==> config.mk <==
export PLATFORM = sky130hd
export DESIGN_NAME = eth_phy_10g_rx_block_lock
export DESIGN_NICKNAME = d
export VERILOG_FILES = /design/src/rtl/eth_phy_10g_rx_block_lock.sv
export SDC_FILE = /design/constraint.sdc
export NUM_CORES = 1
export LEC_CHECK = 0
export BUFFER_PORTS_ARGS = -buffer_cell sky130_fd_sc_hd__buf_2
export CAP_MARGIN = 10
export CORE_MARGIN = 4
export CORE_UTILIZATION = 61
export DETAILED_ROUTE_END_ITERATION = 16
export PLACE_DENSITY_LB_ADDON = 0.12
export SYNTH_ARGS = -nofsm -noshare
export SYNTH_HDL_FRONTEND = slang
export SYNTH_SLANG_ARGS = --single-unit
export TNS_END_PERCENT = 20
==> constraint.sdc <==
create_clock -name rx_clk -period 4.14 [get_ports rx_clk]
set_input_delay 0.414 -clock rx_clk [delete_from_list [all_inputs] [get_ports rx_clk]]
set_output_delay 0.414 -clock rx_clk [all_outputs]
set_load 0.02 [all_outputs]
==> src/rtl/eth_phy_10g_rx_block_lock.sv <==
// 64b/66b RX block-lock engine: hunts for sync-header alignment by pulsing the SerDes bitslip.
// Optional slip statistics counter (rx_slip_count) is built when BLOCK_LOCK_STATS_EN is defined.
module eth_phy_10g_rx_block_lock #(
    parameter int HDR_WIDTH           = 2,
    parameter int BITSLIP_HIGH_CYCLES = 1,
    parameter int BITSLIP_LOW_CYCLES  = 8,
    parameter int LOCK_CNT            = 64,
    parameter int INVLD_LIMIT         = 16,
    parameter int SLIP_RESET_LIMIT    = 132
) (
    input  logic                 rx_clk,
    input  logic                 rx_rst,
    input  logic [HDR_WIDTH-1:0] serdes_rx_hdr,
    output logic                 serdes_rx_bitslip,
    output logic                 serdes_rx_reset_req,
    output logic                 rx_block_lock
`ifdef BLOCK_LOCK_STATS_EN
    ,
    output logic [15:0]          rx_slip_count
`endif
);

    localparam int SH_W   = $clog2(LOCK_CNT + 1);
    localparam int INV_W  = $clog2(INVLD_LIMIT + 1);
    localparam int SLIP_W = $clog2(SLIP_RESET_LIMIT + 1);
    localparam int PH_W   = $clog2(BITSLIP_HIGH_CYCLES + BITSLIP_LOW_CYCLES + 1);

    localparam logic [SH_W-1:0]   SH_LAST   = SH_W'(LOCK_CNT - 1);
    localparam logic [INV_W-1:0]  INV_LAST  = INV_W'(INVLD_LIMIT - 1);
    localparam logic [SLIP_W-1:0] SLIP_LAST = SLIP_W'(SLIP_RESET_LIMIT - 1);
    localparam logic [PH_W-1:0]   HI_LAST   = PH_W'(BITSLIP_HIGH_CYCLES - 1);
    localparam logic [PH_W-1:0]   LO_LAST   = PH_W'((BITSLIP_LOW_CYCLES > 0) ? BITSLIP_LOW_CYCLES - 1 : 0);

    typedef enum logic [1:0] {
        ST_HUNT    = 2'd0,
        ST_SLIP_HI = 2'd1,
        ST_SLIP_LO = 2'd2,
        ST_LOCKED  = 2'd3
    } state_t;

    function automatic logic hdr_is_valid(input logic [HDR_WIDTH-1:0] hdr);
        return ^hdr;
    endfunction

    state_t              r_state;
    state_t              w_state_nxt;
    logic [SH_W-1:0]     r_sh_cnt;
    logic [SH_W-1:0]     w_sh_cnt_nxt;
    logic [INV_W-1:0]    r_invld_cnt;
    logic [INV_W-1:0]    w_invld_cnt_nxt;
    logic [SLIP_W-1:0]   r_slip_cnt;
    logic [SLIP_W-1:0]   w_slip_cnt_nxt;
    logic [PH_W-1:0]     r_ph_cnt;
    logic [PH_W-1:0]     w_ph_cnt_nxt;
    logic                w_slip_start;
    logic                w_reset_req_nxt;
    logic                w_hdr_valid;
    logic                r_bitslip;
    logic                r_reset_req;
    logic                r_block_lock;

    assign w_hdr_valid = hdr_is_valid(serdes_rx_hdr);

    // Next-state and counter update logic.
    always_comb begin
        w_state_nxt     = r_state;
        w_sh_cnt_nxt    = r_sh_cnt;
        w_invld_cnt_nxt = r_invld_cnt;
        w_slip_cnt_nxt  = r_slip_cnt;
        w_ph_cnt_nxt    = r_ph_cnt;
        w_slip_start    = 1'b0;
        w_reset_req_nxt = 1'b0;

        case (r_state)
            ST_HUNT: begin
                if (!w_hdr_valid) begin
                    w_slip_start = 1'b1;
                    w_sh_cnt_nxt = '0;
                end else if (r_sh_cnt == SH_LAST) begin
                    w_state_nxt    = ST_LOCKED;
                    w_sh_cnt_nxt   = '0;
                    w_slip_cnt_nxt = '0;
                end else begin
                    w_sh_cnt_nxt = r_sh_cnt + SH_W'(1);
                end
            end
            ST_SLIP_HI: begin
                if (r_ph_cnt == HI_LAST) begin
                    w_ph_cnt_nxt = '0;
                    w_state_nxt  = (BITSLIP_LOW_CYCLES == 0) ? ST_HUNT : ST_SLIP_LO;
                end else begin
                    w_ph_cnt_nxt = r_ph_cnt + PH_W'(1);
                end
            end
            ST_SLIP_LO: begin
                if (r_ph_cnt == LO_LAST) begin
                    w_ph_cnt_nxt = '0;
                    w_state_nxt  = ST_HUNT;
                end else begin
                    w_ph_cnt_nxt = r_ph_cnt + PH_W'(1);
                end
            end
            ST_LOCKED: begin
                // Loss of lock takes priority over the end-of-window clear.
                if (!w_hdr_valid && (r_invld_cnt == INV_LAST)) begin
                    w_slip_start    = 1'b1;
                    w_sh_cnt_nxt    = '0;
                    w_invld_cnt_nxt = '0;
                end else if (r_sh_cnt == SH_LAST) begin
                    w_sh_cnt_nxt    = '0;
                    w_invld_cnt_nxt = '0;
                end else begin
                    w_sh_cnt_nxt    = r_sh_cnt + SH_W'(1);
                    w_invld_cnt_nxt = r_invld_cnt + INV_W'(!w_hdr_valid);
                end
            end
            default: begin
                w_state_nxt     = ST_HUNT;
                w_sh_cnt_nxt    = '0;
                w_invld_cnt_nxt = '0;
                w_slip_cnt_nxt  = '0;
                w_ph_cnt_nxt    = '0;
            end
        endcase

        if (w_slip_start) begin
            w_state_nxt  = ST_SLIP_HI;
            w_ph_cnt_nxt = '0;
            if (r_slip_cnt == SLIP_LAST) begin
                w_reset_req_nxt = 1'b1;
                w_slip_cnt_nxt  = '0;
            end else begin
                w_slip_cnt_nxt = r_slip_cnt + SLIP_W'(1);
            end
        end else begin
            w_reset_req_nxt = 1'b0;
        end
    end

    // State, counters and registered outputs.
    always_ff @(posedge rx_clk) begin
        if (rx_rst) begin
            r_state      <= ST_HUNT;
            r_sh_cnt     <= '0;
            r_invld_cnt  <= '0;
            r_slip_cnt   <= '0;
            r_ph_cnt     <= '0;
            r_bitslip    <= 1'b0;
            r_reset_req  <= 1'b0;
            r_block_lock <= 1'b0;
        end else begin
            r_state      <= w_state_nxt;
            r_sh_cnt     <= w_sh_cnt_nxt;
            r_invld_cnt  <= w_invld_cnt_nxt;
            r_slip_cnt   <= w_slip_cnt_nxt;
            r_ph_cnt     <= w_ph_cnt_nxt;
            r_bitslip    <= (w_state_nxt == ST_SLIP_HI);
            r_reset_req  <= w_reset_req_nxt;
            r_block_lock <= (w_state_nxt == ST_LOCKED);
        end
    end

    assign serdes_rx_bitslip   = r_bitslip;
    assign serdes_rx_reset_req = r_reset_req;
    assign rx_block_lock       = r_block_lock;

`ifdef BLOCK_LOCK_STATS_EN
    logic [15:0] r_slip_total;

    // Lifetime slip counter; survives lock, cleared only by reset.
    always_ff @(posedge rx_clk) begin
        if (rx_rst) begin
            r_slip_total <= 16'd0;
        end else if (w_slip_start && (r_slip_total != 16'hFFFF)) begin
            r_slip_total <= r_slip_total + 16'd1;
        end
    end

    assign rx_slip_count = r_slip_total;
`endif

endmodule

* After elaboration in Yosys (flattened, before gate mapping) *
Cells that the tools add are included.

operators by class
  divide/modulo/power cells = 0
  add/subtract/negate cells = 4
  multiplexer cells = 24
  bitwise operators = 1
  reductions and logical operators = 13
  order comparisons = 0
  equality and inequality tests = 9
  shift-type cells = 0
  multipliers = 0

operator list
  cell                 number
  $mux 8               5
  $mux 7               3
  $pmux 7 s2           1
  $mux 2               5
  $mux 5               2
  $reduce_bool 2->1    5
  $add 8x1->8 const B  1
  $eq 8x8->1 const B   1
  $mux 4               2
  $pmux 4 s2           1
  $add 7x1->7 const B  1
  $eq 7x6->1 const B   1
  $eq 2x2->1 const B   3
  $pmux 2 s3           1
  $add 5x1->5          1
  $eq 5x4->1 const B   1
  $add 4x1->4 const B  1
  $eq 2x1->1 const B   2
  $eq 4x3->1 const B   1
  $logic_not 4->1      1
  $reduce_or 2->1      2
  $mux 1               3
  $reduce_and 3->1     1
  $logic_not 2->1      1
  other kinds (5)      5

word-level totals
  input port bits = 4
  memories kept = 0
  bits in registers = 29
  word-level logic and storage cells = 59
  latch bits = 0
  ROM bits = 0
  RAM bits = 0
  output and inout bits = 3

* Depth between registers and ports, before layout *
Gate-level depths: netlist (run 1).

  word-level depth = 7
  depth in mapped cells = 7
  depth with buffers taken out = 7

* Worst setup path after synthesis (run 1) *
Ideal clock, no wire load.

  kind = reg2reg
  start = reg r_state[0]
  end = reg r_slip_cnt[7]
  required time = 4.018 ns
  cell stages (with the launch flop) = 7
  period minus slack after synthesis = 1.759 ns
  path slack = 2.381 ns
  path buffers = 1
  arrival = 1.637 ns
  path through = dfxtp_1 > inv_1 > ha_1 > buf_4 > nor2_1 > a211oi_2 > a221o_1

on the way
  word-level cells in the longest chain between the ends = 4

ends and longest elaborated chain
  element                                        line  source
  from (decl)                                    45    state_t r_state;
  from (signal assigned)                         152   r_state <= w_state_nxt;
  $eq 2x2->1 or $logic_not 2->1 (tied branches)  74    case (r_state)
  $pmux 1 s2                                     74
  $reduce_bool 2->1 (no source line)             -
  $reduce_and 3->1 (no source line)              -
  to (signal assigned)                           155   r_slip_cnt <= w_slip_cnt_nxt;
  to (decl)                                      51    logic [SLIP_W-1:0] r_slip_cnt;

Parallel ways exist; a longest one is shown, timed or not.
A chain may end at the register's enable or synchronous reset.

* Final worst setup path (run 1) *
  start = reg r_state[0]
  end = reg r_slip_cnt[6]

Same word-level chain as after synthesis.

==> impl_metrics.json, run 1 <==
{
  "run_status": "complete, no violations",
  "synth-warning-count": 0,
  "drc": 0,
  "place_inst": 205,
  "grt_usage": 0.205,
  "first_iter_violations": 27,
  "crit_type": "reg2reg",
  "power.density_nw_per_um2": 494,
  "p_leak_nw": 0.625,
  "r2r_slack_ns": 1.98,
  "cts_resized": 0,
  "cp_slowest_stage_delay_ns": 0.62,
  "hold_viol": 0,
  "synth_cell_types": 47,
  "die_w_um": 58.9,
  "fin_crit_ns": 2.16,
  "synth_area_sq_um": 1580,
  "die_area_sq_um": 3470,
  "fp.coreArea_sq_um": 2480,
  "endpoint_kind": "register",
  "crit_required_ns": 4.38,
  "cts-root-buf": "clkbuf_4",
  "finalClockSkew_ns": 0.00729,
  "vias_per_cell": 5.88,
  "setup_viol": 0,
  "synth_edf_count": 0,
  "clk_pin_slew_ns": 0.08,
  "hold_start": "r_sh_cnt[6]",
  "grt_pass1_wl_um": 5310,
  "wl_per_cell_um": 13.6,
  "crit_buf_inv": 1,
  "critPathMaxFanout": 12,
  "r2r_start": "r_state[0]",
  "initial_core_util": 0.639,
  "cts.sinks": 29,
  "maxSlewViolCount": 0,
  "cts_setup_buffers": 0,
  "fmax_mhz": 464,
  "seq_area_frac_synth": 0.367,
  "cp.arrival_ns": 2.40,
  "final_cells": 212,
  "crit_chain": "inv_1 > ha_1 > a2111oi_2 > nand2_1 > o221ai_1",
  "final_layout_size_suffix_gt1_frac": 0.132,
  "timing.slew.headroom": 0.618,
  "synth_cells": 174,
  "ios": 7,
  "routed_wl_um": 2880,
  "drtPass1Iterations": 4,
  "cts_buffers": 5,
  "holdPathEnd": "r_sh_cnt[6]",
  "crit_path_start_kind": "register",
  "slowest_stage": "a2111oi_2",
  "grt_overflow": 0,
  "cts_tree": "done",
  "gp_congestion": 0.897,
  "crit_family": "compound AO/OA/AOI/OAI gates",
  "reg2reg_to": "r_slip_cnt[6]",
  "io_buffers": 6,
  "rows": 18,
  "ir_drop_uv": 376,
  "max_cap_violations": 0,
  "clock_path_buffers": 2,
  "hold_depth": 2,
  "syn-mean-instance-area_sq_um": 9.10,
  "synth.net_count": 188,
  "reg2reg_depth": 5,
  "grt_pass1_vias": 1211,
  "hold_buffers": 0,
  "rsz0062_at_grt": "false",
  "min_path_type": "reg2reg",
  "ys_ff_latch": 29,
  "async_flop_share": 0,
  "die_y_um": 58.9,
  "hpwl_um": 2150,
  "fin_crit_sh": 0.521,
  "syn_to_final_growth_pct": 5.85,
  "drtAntennaViolNets": 0,
  "clock_latency_ns": 0.33,
  "synth-main-ff-cell": "dfxtp_1",
  "vias": 1247,
  "tns_ns": 0,
  "grt_start_max_net_pins": 22,
  "worst_pin_slew_ns": 0.567,
  "htreeDepth": 2,
  "num_antenna_cells": 0,
  "grt_antenna_before_repair": 0,
  "nNetsFinal": 196
}
## cells in the mapped netlist (2+ instances only)
library cell | count | area share
inv_1 | 11 | 0.026
nand4_1 | 6 | 0.024
a21oi_1 | 8 | 0.025
a211oi_1 | 5 | 0.024
nand2_1 | 12 | 0.028
xor2_1 | 5 | 0.028
and4_1 | 2 | 0.011
o221ai_1 | 3 | 0.017
mux2i_1 | 4 | 0.025
nand3_1 | 7 | 0.022
clkbuf_1 | 2 | 0.0047
and4b_1 | 2 | 0.013
o211ai_1 | 2 | 0.0095
o21ai_0 | 4 | 0.013
dfxtp_1 | 29 | 0.37
a211o_1 | 2 | 0.011
a22o_2 | 2 | 0.013
a31o_2 | 2 | 0.011
xnor2_1 | 4 | 0.022
nand2b_1 | 2 | 0.0079
ha_1 | 10 | 0.079
nor2_1 | 10 | 0.024
nor3_1 | 11 | 0.035
o22ai_1 | 2 | 0.0079
nor3b_1 | 5 | 0.024
## worst max path at each step
stage | to | cells past startpoint | start | slack [ns]
after detailed placement | r_slip_cnt[6] | 5 | r_state[0] | 2.00
after global routing | r_slip_cnt[6] | 5 | r_state[0] | 1.73
after CTS | r_slip_cnt[6] | 5 | r_state[0] | 1.98
after global placement | r_slip_cnt[6] | 5 | r_state[0] | 2.14
final | r_slip_cnt[6] | 5 | r_state[0] | 1.98
after floorplan | r_slip_cnt[7] | 6 | r_state[0] | 2.38
## per-stage QoR
stage / cell area [sq um] / setup WS [ns] / hold WS (ns) / power [mW] / util
after floorplan: 1580 / 2.38 / 0.407 / 0.617 / -
after global placement: 1620 / 2.14 / 0.415 / 0.650 / 0.654
after detailed placement: 1620 / 2.00 / 0.427 / 0.660 / 0.654
after CTS: 1680 / 1.98 / 0.437 / 0.832 / 0.676
after global routing: 1680 / 1.73 / 0.473 / 0.890 / 0.676
final: 1680 / 1.98 / 0.439 / 0.828 / 0.676
## cells in the final DEF, fill, tap and decap left out, types with 2 or more instances in the layout
| cell type | n |
|---|---|
| a211o_1 | 2 |
| a211oi_1 | 5 |
| a21oi_1 | 8 |
| a22o_2 | 2 |
| a31o_2 | 2 |
| and4_1 | 2 |
| and4b_1 | 2 |
| buf_2 | 6 |
| clkbuf_4 | 5 |
| dfxtp_1 | 29 |
| ha_1 | 10 |
| inv_1 | 11 |
| mux2i_1 | 4 |
| nand2_1 | 12 |
| nand2b_1 | 2 |
| nand3_1 | 7 |
| nand4_1 | 6 |
| nor2_1 | 10 |
| nor3_1 | 11 |
| nor3b_1 | 5 |
| o211ai_1 | 2 |
| o21ai_0 | 4 |
| o221ai_1 | 3 |
| o22ai_1 | 2 |
| xnor2_1 | 4 |
| xor2_1 | 5 |
## tightest hold or removal path: cells and delay by family, from the launching register on
family | cells | cell delay, ns
flops | 1 | 0.32
simple gates | 1 | 0.05
compound gates | 1 | 0.03
## sequential cells by signal (all words and copies together), names as in the netlist
name,count
serdes_rx_bitslip,1
serdes_rx_reset_req,1
rx_block_lock,1
r_slip_cnt,8
r_state,2
r_invld_cnt,5
r_sh_cnt,7
r_ph_cnt,4
## routing by layer
metal	vias to the layer above	wire [um]	part of all wire	track usage
met5	-	0	0	0
met4	0	55	0.019	0.0874
met3	5	104	0.036	0.0789
met2	12	1300	0.45	0.320
met1	577	1420	0.49	0.250
li1	653	-	-	-
## cell type report
cell class              instances  area, sq um
fillers                       222          802
multi-input cells             128          927
repair buffers                  6         30.0
inverters                      12         45.0
clock buffers                   7         55.1
flip-flops and latches         29          581
well taps                      30         37.5
## report_power, final
part | switching, mW | internal, mW | leakage [nW]
logic | 0.206 | 0.119 | 0.359
clock network | 0.0915 | 0.0799 | 0.0314
registers | 0.0250 | 0.307 | 0.235
total | 0.322 | 0.506 | 0.625
## cells by family (layout without fill, tap and decap cells)
group / after synthesis / in the layout / synth area share
AOI/OAI and AO/OA: 38 / 38 / 0.179
muxes: 5 / 5 / 0.0324
buffers and inverters: 17 / 25 / 0.0474
adders and majority gates: 10 / 10 / 0.0791
and+or+nand+nor: 65 / 65 / 0.236
xor gates and xnor gates: 10 / 10 / 0.0601
DFF: 29 / 29 / 0.367
No activity file was read; power rests on OpenSTA's default activity.
==> run 2, diff against run 1 <==
ABC_AREA = 1   (was unset)
CORE_UTILIZATION = 54   (was 61)
clock period = 1.8 ns   (was 4.14 ns; I/O delays follow)
==> run 2 against run 1 <==
Net effect: non-clock buffer count rose by 2; die area is 15% higher; critical path depth rose by 1; fmax increased by 30%; synthesized cell count up 30%; combinational power is 72% higher; global-route usage is 2.3 points lower; highest routed layer unchanged; sequential power up 120%; worst hold slack worse by 0.26 ns; worst setup slack worse by 1.8 ns; clock power is 120% higher; core utilization decreased by 5.9 points.
==> impl_metrics.json, run 2 <==
{
  "run_status": "complete, no violations",
  "drc": 0,
  "hpwl_um": 2400,
  "p_sw_mw": 0.648,
  "tns_ns": 0,
  "r2r_start": "r_state[1]",
  "cts-root-buf": "clkbuf_4",
  "finalClockSkew_ns": 0.0115,
  "power_frac_clock": 0.225,
  "sw_frac_of_total": 0.384,
  "clk_pin_slew_ns": 0.10,
  "io_buffers": 6,
  "final_util": 0.617,
  "crit_type": "reg2reg",
  "ios": 7,
  "syn_to_final_growth_pct": 6.65,
  "die_w_um": 63.1,
  "clock_path_buffers": 2,
  "max_cap_violations": 0,
  "fin_crit_ns": 1.66,
  "drtAntennaViolNets": 0,
  "vias_per_cell": 5.38,
  "critPathMaxFanout": 11,
  "final_common_cell": "nand2_1",
  "synth_cells": 227,
  "synth-warning-count": 0,
  "seq_area_frac_synth": 0.354,
  "finalPower_mw": 1.69,
  "ir_drop_uv": 487,
  "power.internal_mw": 1.04,
  "die_area_sq_um": 3980,
  "htreeDepth": 2,
  "grt_usage": 0.182,
  "clock_latency_ns": 0.33,
  "synth_top_area_share": 0.354,
  "setup_viol": 0,
  "worst_pin_slew_ns": 0.374,
  "rows": 19,
  "timing.slew.headroom": 0.750,
  "synth_edf_count": 0,
  "synth_cell_types": 30,
  "hold_viol": 0,
  "syn-mean-instance-area_sq_um": 7.22,
  "initial_core_util": 0.579,
  "grt_antenna_before_repair": 0,
  "ys_ff_latch": 29,
  "netlist_top_cells_count": "41 x nand2_1, 37 x nor2_1, 29 x dfxtp_1",
  "cts_buffers": 5,
  "fin_crit_sh": 0.923,
  "routed_wl_um": 3230,
  "crit_required_ns": 2.06,
  "rsz0062_at_grt": "false",
  "async_flop_share": 0,
  "vias": 1448,
  "regMostFlops": "r_slip_cnt",
  "synthTopCellsByArea": "dfxtp_1 35%, nand2_1 9.4%, nor2_1 8.5%",
  "grt_pass1_vias": 1373,
  "synth_top_area_cell": "dfxtp_1",
  "largest_reg_flops": 8,
  "hold_buffers": 0,
  "first_iter_violations": 95,
  "gp_congestion": 0.845,
  "reg2reg_depth": 6,
  "num_antenna_cells": 0,
  "grt_start_max_net_pins": 12,
  "fp.coreArea_sq_um": 2830,
  "die_y_um": 63.1,
  "hold_start": "rx_rst",
  "cts_setup_buffers": 0,
  "nNetsFinal": 251,
  "hold_depth": 2,
  "top_regs": "r_slip_cnt: 8 flops, r_sh_cnt: 7 flops, r_invld_cnt: 5 flops",
  "startpoint": "r_state[1]",
  "cts_resized": 0,
  "p_leak_nw": 0.756,
  "synth.net_count": 241,
  "cp.arrival_ns": 1.92,
  "min_path_type": "in2reg",
  "grt_pass1_wl_um": 5800,
  "maxSlewViolCount": 0,
  "synth_area_sq_um": 1640,
  "p_seq_frac": 0.442,
  "endpoint_kind": "register",
  "cts.sinks": 29,
  "drtPass1Iterations": 4,
  "power.density_nw_per_um2": 965,
  "final_layout_size_suffix_gt1_frac": 0.118,
  "synth-main-ff-cell": "dfxtp_1",
  "wl_per_cell_um": 12.0,
  "cts_tree": "done",
  "crit_path_start_kind": "register",
  "fmax_mhz": 602,
  "pwr-share-comb": 0.332,
  "synth_most_common_cell": "nand2_1",
  "grt_overflow": 0,
  "final_cell_mix": "41 x nand2_1, 37 x nor2_1, 29 x dfxtp_1, 25 x inv_1, 25 x nand3_1"
}
## run 2: cell type report
class,instances,area (sq um)
fillers,265,1080
repair buffers,8,45.0
clock buffers,5,37.5
multi-input cells,166,925
inverters,27,103
flip-flops and latches,29,581
well taps,31,38.8
clock inverters,3,17.5
## run 2: path summary, 6_finish.rpt
check,endpoint,slack [ns]
max,r_ph_cnt[3],0.14
min,r_slip_cnt[2],0.17
min reg2reg,r_sh_cnt[6],0.49
max reg2reg,r_ph_cnt[3],0.14
## run 2: stage by stage
step           setup WS, ns  instances  area (sq um)  hold WS, ns
4_1_cts               0.152        269          1750        0.153
6_report              0.139        269          1750        0.175
2_1_floorplan         0.273        227          1640        0.437
5_1_grt              0.0176        269          1750        0.158
3_5_place_dp          0.192        261          1690        0.472
3_3_place_gp          0.221        261          1690        0.450
## run 2: cells by family after synthesis
| group | synth area share |
|---|---|
| flops | 0.354 |
| buf+inv | 0.0810 |
| xor+xnor | 0.0588 |
| compound gates | 0.0817 |
| fa+ha+maj | 0.0764 |
| simple gates | 0.348 |
## run 2: critical path: stages (launching register included)
cell and delay, ns:
dfxtp_1 0.40, inv_1 0.09, ha_1 0.32, clkinv_2 0.15
nand2_2 0.25, nand2_1 0.18, nor3b_1 0.20
## run 2: power groups by stage
stage                     sequential [mW]  combinational (mW)  clock, mW
after floorplan                     0.764               0.427          0
after global placement              0.757               0.546          0
after detailed placement            0.760               0.557          0
after CTS                           0.745               0.560      0.393
after global routing                0.759               0.646      0.426
final                               0.746               0.560      0.380
## run 2: metal layers
layer | global-route usage | vias up | part of all wire | wire length (um)
met2 | 0.304 | 22 | 0.48 | 1540
met4 | 0.0744 | 0 | 0.018 | 58
met3 | 0.0586 | 5 | 0.038 | 124
li1 | - | 749 | - | -
met1 | 0.215 | 672 | 0.47 | 1500
met5 | 0 | - | 0 | 0
